## src/rtl/ps2_key_tracker_if.sv

```systemverilog
// ps2_key_tracker_if: byte stream in, key state out, for the PS/2 key tracker.
//   ps2_byte / ps2_byte_valid : scan-code byte and its one-cycle strobe
//   inputStateStorage         : held-key bitmap (29 keys)
//   key_press / key_release   : one-cycle per-key make/break pulses
//   any_key_down              : OR of the bitmap, one cycle later
// master = byte source side, slave = tracker side.
interface ps2_key_tracker_if;
    logic [7:0]  ps2_byte;
    logic        ps2_byte_valid;
    logic [28:0] inputStateStorage;
    logic [28:0] key_press;
    logic [28:0] key_release;
    logic        any_key_down;

    modport master (
        output ps2_byte,
        output ps2_byte_valid,
        input  inputStateStorage,
        input  key_press,
        input  key_release,
        input  any_key_down
    );

    modport slave (
        input  ps2_byte,
        input  ps2_byte_valid,
        output inputStateStorage,
        output key_press,
        output key_release,
        output any_key_down
    );
endinterface

```

## src/rtl/ps2_key_tracker.sv

```systemverilog
// ps2_key_tracker: turns PS/2 set-2 scan-code bytes into a held-key bitmap
// plus one-cycle press/release pulses for the 29 piano keys.
// Ports:
//   clk   : system clock, rising edge
//   reset : synchronous, active-high
//   bus   : ps2_key_tracker_if.slave (byte stream in, bitmap/pulses out)
// Parameter PREFIX_TIMEOUT (>= 2): idle cycles after which a pending
// E0/F0 prefix is dropped.
// Build option KEY_TYPEMATIC_PULSE_EN: when defined, key_press also fires
// on typematic repeats of an already-held key.
module ps2_key_tracker #(
    parameter int unsigned PREFIX_TIMEOUT = 500000
) (
    input  logic               clk,
    input  logic               reset,
    ps2_key_tracker_if.slave   bus
);

    localparam int unsigned NUM_KEYS = 29;
    localparam int unsigned CNT_W    = $clog2(PREFIX_TIMEOUT);
    localparam logic [CNT_W-1:0] CNT_MAX = CNT_W'(PREFIX_TIMEOUT - 1);

    typedef enum logic [1:0] {
        IDLE      = 2'd0,
        GOT_E0    = 2'd1,
        GOT_F0    = 2'd2,
        GOT_E0_F0 = 2'd3
    } state_t;

    state_t              state_q, state_nxt;
    logic [CNT_W-1:0]    cnt_q, cnt_nxt;
    logic [NUM_KEYS-1:0] bitmap_q, bitmap_nxt;
    logic [NUM_KEYS-1:0] press_q, press_nxt;
    logic [NUM_KEYS-1:0] release_q, release_nxt;
    logic                any_q;
    logic [NUM_KEYS-1:0] key_hit;

    // Scan code to one-hot key position; all-zero for unmapped codes.
    function automatic logic [NUM_KEYS-1:0] decode_key(input logic [7:0] code);
        logic [NUM_KEYS-1:0] k;
        k = '0;
        case (code)
            8'h45: k[0]  = 1'b1;
            8'h16: k[1]  = 1'b1;
            8'h1E: k[2]  = 1'b1;
            8'h26: k[3]  = 1'b1;
            8'h25: k[4]  = 1'b1;
            8'h2E: k[5]  = 1'b1;
            8'h36: k[6]  = 1'b1;
            8'h3D: k[7]  = 1'b1;
            8'h3E: k[8]  = 1'b1;
            8'h46: k[9]  = 1'b1;
            8'h0E: k[10] = 1'b1;
            8'h4E: k[11] = 1'b1;
            8'h55: k[12] = 1'b1;
            8'h66: k[13] = 1'b1;
            8'h0D: k[14] = 1'b1;
            8'h15: k[15] = 1'b1;
            8'h1D: k[16] = 1'b1;
            8'h24: k[17] = 1'b1;
            8'h2D: k[18] = 1'b1;
            8'h2C: k[19] = 1'b1;
            8'h35: k[20] = 1'b1;
            8'h3C: k[21] = 1'b1;
            8'h43: k[22] = 1'b1;
            8'h44: k[23] = 1'b1;
            8'h4D: k[24] = 1'b1;
            8'h54: k[25] = 1'b1;
            8'h5B: k[26] = 1'b1;
            8'h5D: k[27] = 1'b1;
            8'h29: k[28] = 1'b1;
            default: k = '0;
        endcase
        return k;
    endfunction

    assign key_hit = decode_key(bus.ps2_byte);

    // State, prefix-timeout counter and registered outputs.
    always_ff @(posedge clk) begin
        if (reset) begin
            state_q   <= IDLE;
            cnt_q     <= '0;
            bitmap_q  <= '0;
            press_q   <= '0;
            release_q <= '0;
            any_q     <= 1'b0;
        end else begin
            state_q   <= state_nxt;
            cnt_q     <= cnt_nxt;
            bitmap_q  <= bitmap_nxt;
            press_q   <= press_nxt;
            release_q <= release_nxt;
            any_q     <= |bitmap_q;
        end
    end

    // Prefix decoding, bitmap update and pulse generation.
    always_comb begin
        state_nxt   = state_q;
        cnt_nxt     = cnt_q;
        bitmap_nxt  = bitmap_q;
        press_nxt   = '0;
        release_nxt = '0;

        if (bus.ps2_byte_valid) begin
            cnt_nxt = '0;
            case (bus.ps2_byte)
                8'hE0: begin
                    if (state_q == IDLE)        state_nxt = GOT_E0;
                    else if (state_q == GOT_F0) state_nxt = GOT_E0_F0;
                end
                8'hF0: begin
                    if (state_q == IDLE)        state_nxt = GOT_F0;
                    else if (state_q == GOT_E0) state_nxt = GOT_E0_F0;
                end
                default: begin
                    state_nxt = IDLE;
                    case (state_q)
                        IDLE: begin
`ifdef KEY_TYPEMATIC_PULSE_EN
                            press_nxt = key_hit;
`else
                            // Repeats of a held key are not new presses.
                            press_nxt = key_hit & ~bitmap_q;
`endif
                            bitmap_nxt = bitmap_q | key_hit;
                        end
                        GOT_F0: begin
                            release_nxt = key_hit & bitmap_q;
                            bitmap_nxt  = bitmap_q & ~key_hit;
                        end
                        // Extended keys are never tracked.
                        default: ;
                    endcase
                end
            endcase
        end else if (state_q != IDLE) begin
            // A stale prefix is abandoned without touching the bitmap.
            if (cnt_q == CNT_MAX) begin
                state_nxt = IDLE;
                cnt_nxt   = '0;
            end else begin
                cnt_nxt = cnt_q + CNT_W'(1);
            end
        end else begin
            cnt_nxt = '0;
        end
    end

    assign bus.inputStateStorage = bitmap_q;
    assign bus.key_press         = press_q;
    assign bus.key_release       = release_q;
    assign bus.any_key_down      = any_q;

endmodule

```

## src/flat_wrapper.sv

```systemverilog
// flat-port wrapper written by rule: the top's interface ports become plain ports
module ps2_key_tracker_flat 
#(
    parameter int unsigned PREFIX_TIMEOUT = 500000
)
  (clk, reset, bus_ps2_byte, bus_ps2_byte_valid, bus_inputStateStorage, bus_key_press, bus_key_release, bus_any_key_down);
  ps2_key_tracker_if bus_i ();
  input  logic clk;
  input  logic reset;
  input wire logic [$bits(bus_i.ps2_byte)-1:0] bus_ps2_byte;
  input wire logic [$bits(bus_i.ps2_byte_valid)-1:0] bus_ps2_byte_valid;
  output wire logic [$bits(bus_i.inputStateStorage)-1:0] bus_inputStateStorage;
  output wire logic [$bits(bus_i.key_press)-1:0] bus_key_press;
  output wire logic [$bits(bus_i.key_release)-1:0] bus_key_release;
  output wire logic [$bits(bus_i.any_key_down)-1:0] bus_any_key_down;
  assign bus_i.ps2_byte = bus_ps2_byte;
  assign bus_i.ps2_byte_valid = bus_ps2_byte_valid;
  assign bus_inputStateStorage = bus_i.inputStateStorage;
  assign bus_key_press = bus_i.key_press;
  assign bus_key_release = bus_i.key_release;
  assign bus_any_key_down = bus_i.any_key_down;
  ps2_key_tracker #(.PREFIX_TIMEOUT(PREFIX_TIMEOUT)) u_core (.clk(clk), .reset(reset), .bus(bus_i));
endmodule
```

## config.mk

```make
export PLATFORM = sky130hd
export DESIGN_NAME = ps2_key_tracker_flat
export DESIGN_NICKNAME = d
export VERILOG_FILES = /design/src/rtl/ps2_key_tracker_if.sv /design/src/rtl/ps2_key_tracker.sv /design/src/flat_wrapper.sv
export SDC_FILE = /design/constraint.sdc
export NUM_CORES = 1
export LEC_CHECK = 0
export BUFFER_PORTS_ARGS = -buffer_cell sky130_fd_sc_hd__buf_2
export CORE_AREA = 3 3 81 103
export DETAILED_ROUTE_END_ITERATION = 7
export DIE_AREA = 0 0 84 106
export PLACE_DENSITY = 0.82
export SLEW_MARGIN = 20
export SYNTH_ARGS = -nofsm -noshare
export SYNTH_HDL_FRONTEND = slang
export SYNTH_SLANG_ARGS = --single-unit
```

## constraint.sdc

```tcl
create_clock -name clk -period 4.6 [get_ports clk]
set_input_delay 0.23 -clock clk [delete_from_list [all_inputs] [get_ports clk]]
set_output_delay 0.23 -clock clk [all_outputs]
set_load 0.005 [all_outputs]
```

==> impl_metrics.yaml <==
timing:
  final-setup-viol-count: 0
  skew_ns: 0.00853
  worst_slew_pin_slew_ns: 1.04
  hold_viol: 0
  grt_setup_unrepaired: "false"
  period_needed_ns: 2.38
  maxSlewViolCount: 0
  fmax_ghz: 0.419
  final.setup.tns_ns: 0
  max_slew_margin: 0.294
  setup_slack_ns: 2.22
  period_share: 0.518
cells_and_area:
  multi_input_area_um2: 1880
  nNetsFinal: 537
  ff_latch_area_um2: 2180
  antenna_cells: 0
  layout_commonest_cell: "dfxtp_1"
  drive_gt1_frac: 0.246
  fill_cells: 615
  layout_common_cells: "109 x dfxtp_1, 98 x buf_2, 30 x nand2_1, 30 x a21oi_1, 26 x nor3_1"
  area_delta_synth_final_pct: 16.9
yosys:
  synth_flop_cell: "dfxtp_1"
  synth_edf_count: 0
  syn-num-nets: 455
  async_reset_ff_frac: 0
  synth-seq-area-share: 0.519
  synth_largest_area_cell: "dfxtp_1"
  synth.avg_cell_area_um2: 9.49
  netlist_instances: 443
  netlist_area_um2: 4200
  synth-seq-cells: 109
  yosys.area.top_type_share: 0.519
  synth_area_leaders: "dfxtp_1 52%, and4_1 4.0%, a21oi_1 3.6%, nor3_1 3.2%, or3_1 3.1%"
  synth.distinct_cells: 46
  yosysWarnings: 0
power:
  p_sw_mw: 0.365
  p_per_area_nw_per_um2: 324
  vdd_ir_drop_max_mv: 0.189
  comb_power_share: 0.040
  p_leak_nw: 2.06
  p_seq_frac: 0.595
  intPower_mw: 1.23
  switching_share: 0.229
  clkPwrFrac: 0.364
floorplan:
  core_area_um2: 7400
  die_h_um: 106
  initial_core_util: 0.568
  die_w_um: 84
  pin_count: 99
  rows: 35
  die-area_um2: 8900
route:
  viasPerCell: 5.92
  avgRoutedWirePerCell_um: 16.7
  routed_wl_um: 10300
  drt_drc_violations_left: 0
  drtAntennaViolNets: 0
  dr.pass1.iters: 5
  num_vias: 3677
  drt_iter0_drc: 300
clock_tree:
  cts-resized-gates: 0
  cts_tree: "done"
  clkLatencyLatePin_ns: 0.37
  cts.path.max_buffers: 2
  post-cts-setup-buffers: 0
  cts_root_buf: "clkbuf_8"
  cts_made_buffers: 9
  cts.sinks: 109
  clkSlewWorstSetupHoldPaths_ns: 0.09
  ctsHoldBuffers: 0
  htreeDepth: 3
global_routing:
  grt_pass1_wl_um: 17300
  antenna_found_initial: 0
  grt_max_degree: 36
  grt_remaining_overflow: 0
  grt_pass1_vias: 3527
  track_usage: 0.239
worst_setup_path:
  setup.worst_path.class: "register to register"
  start_kind: "register"
  cp_data_arrival_time_ns: 2.70
  cp_max_fo: 24
  crit_required_ns: 4.92
  critPathCaptureType: "register"
status:
  status: "completed"
placed_design:
  gp_congestion: 0.871
  port_buffers: 98
  place_hpwl_um: 7390
  pre_cts_slack_ns: 2.12
job:
  cap_viol_max_count: 0
min_path:
  min_path_type: "input port to register"
==> logic make-up after synthesis <==
kind of cell / share of synthesized area
simple gates: 0.322
flops: 0.519
compound gates: 0.0840
buf+inv: 0.0339
xor+xnor: 0.0208
mux: 0.0167
fa+ha+maj: 0.00298
==> metal layers <==
layer  global-route usage  wire length [um]  vias up
met5                    0                 0        -
met4               0.0862               236        0
met3               0.0612               720       25
met2                0.407              5080      149
met1                0.291              4310     1727
li1                     -                 -     1776
==> synth_stat cells (2+ instances only) <==
library cell / number
or3_1: 21
nor4b_2: 2
and3_1: 17
xor2_1: 9
and4_1: 19
buf_2: 3
nor2_1: 24
nand4b_1: 2
nor3b_1: 5
and2_1: 2
nor3_1: 27
or4_1: 4
mux2i_1: 7
nand4_1: 8
nand2b_1: 12
and3b_1: 2
nor4_1: 16
or4b_2: 2
o21ai_0: 24
clkbuf_1: 26
dfxtp_1: 109
nor2b_1: 4
nand2_1: 30
inv_1: 5
nand4bb_1: 3
a21oi_1: 30
nand3_1: 5
or4b_1: 2
a311oi_1: 3
nor4b_1: 2
and4bb_2: 3
==> through the flow <==
step	power [mW]	utilization	instance area (um^2)	instances	hold WS (ns)
4_1_cts	1.60	0.663	4910	621	0.206
5_1_grt	1.65	0.664	4910	621	0.249
2_1_floorplan	1.01	-	4200	443	0.411
6_report	1.59	0.664	4910	621	0.216
3_5_place_dp	1.03	0.637	4710	606	0.430
3_3_place_gp	1.03	0.637	4710	606	0.423
==> power groups by stage <==
stage          Clock (mW)  Sequential (mW)  Combinational (mW)
2_1_floorplan           0            0.968              0.0463
3_3_place_gp            0            0.970              0.0613
3_5_place_dp            0            0.970              0.0629
4_1_cts             0.591            0.948              0.0631
5_1_grt             0.626            0.949              0.0703
6_report            0.581            0.948              0.0643
==> final cells by class <==
class / count / area share
flip-flops and latches: 109 / 0.444
multi-input cells: 299 / 0.384
repair buffers: 101 / 0.104
clock buffers: 10 / 0.0280
well taps: 92 / 0.0234
clock inverters: 5 / 0.0122
inverters: 5 / 0.00382
==> final timing paths <==
kind / startpoint / to / slack, ns / cells after the start
min reg2reg: u_core.cnt_q[0] / u_core.cnt_q[0] / 0.44 / 1
max: u_core.state_q[1] / u_core.bus.key_release[14] / 2.22 / 4
min: bus_ps2_byte_valid / u_core.state_q[1] / 0.22 / 3
max reg2reg: u_core.state_q[1] / u_core.bus.key_release[14] / 2.22 / 4
==> critical path, cell delays in order (launching register included) <==
cell	delay (ns)
dfxtp_1	0.92
nand2b_1	0.28
nor3_2	0.58
buf_4	0.33
and4_1	0.21
Power figures use the tool's default switching activity.
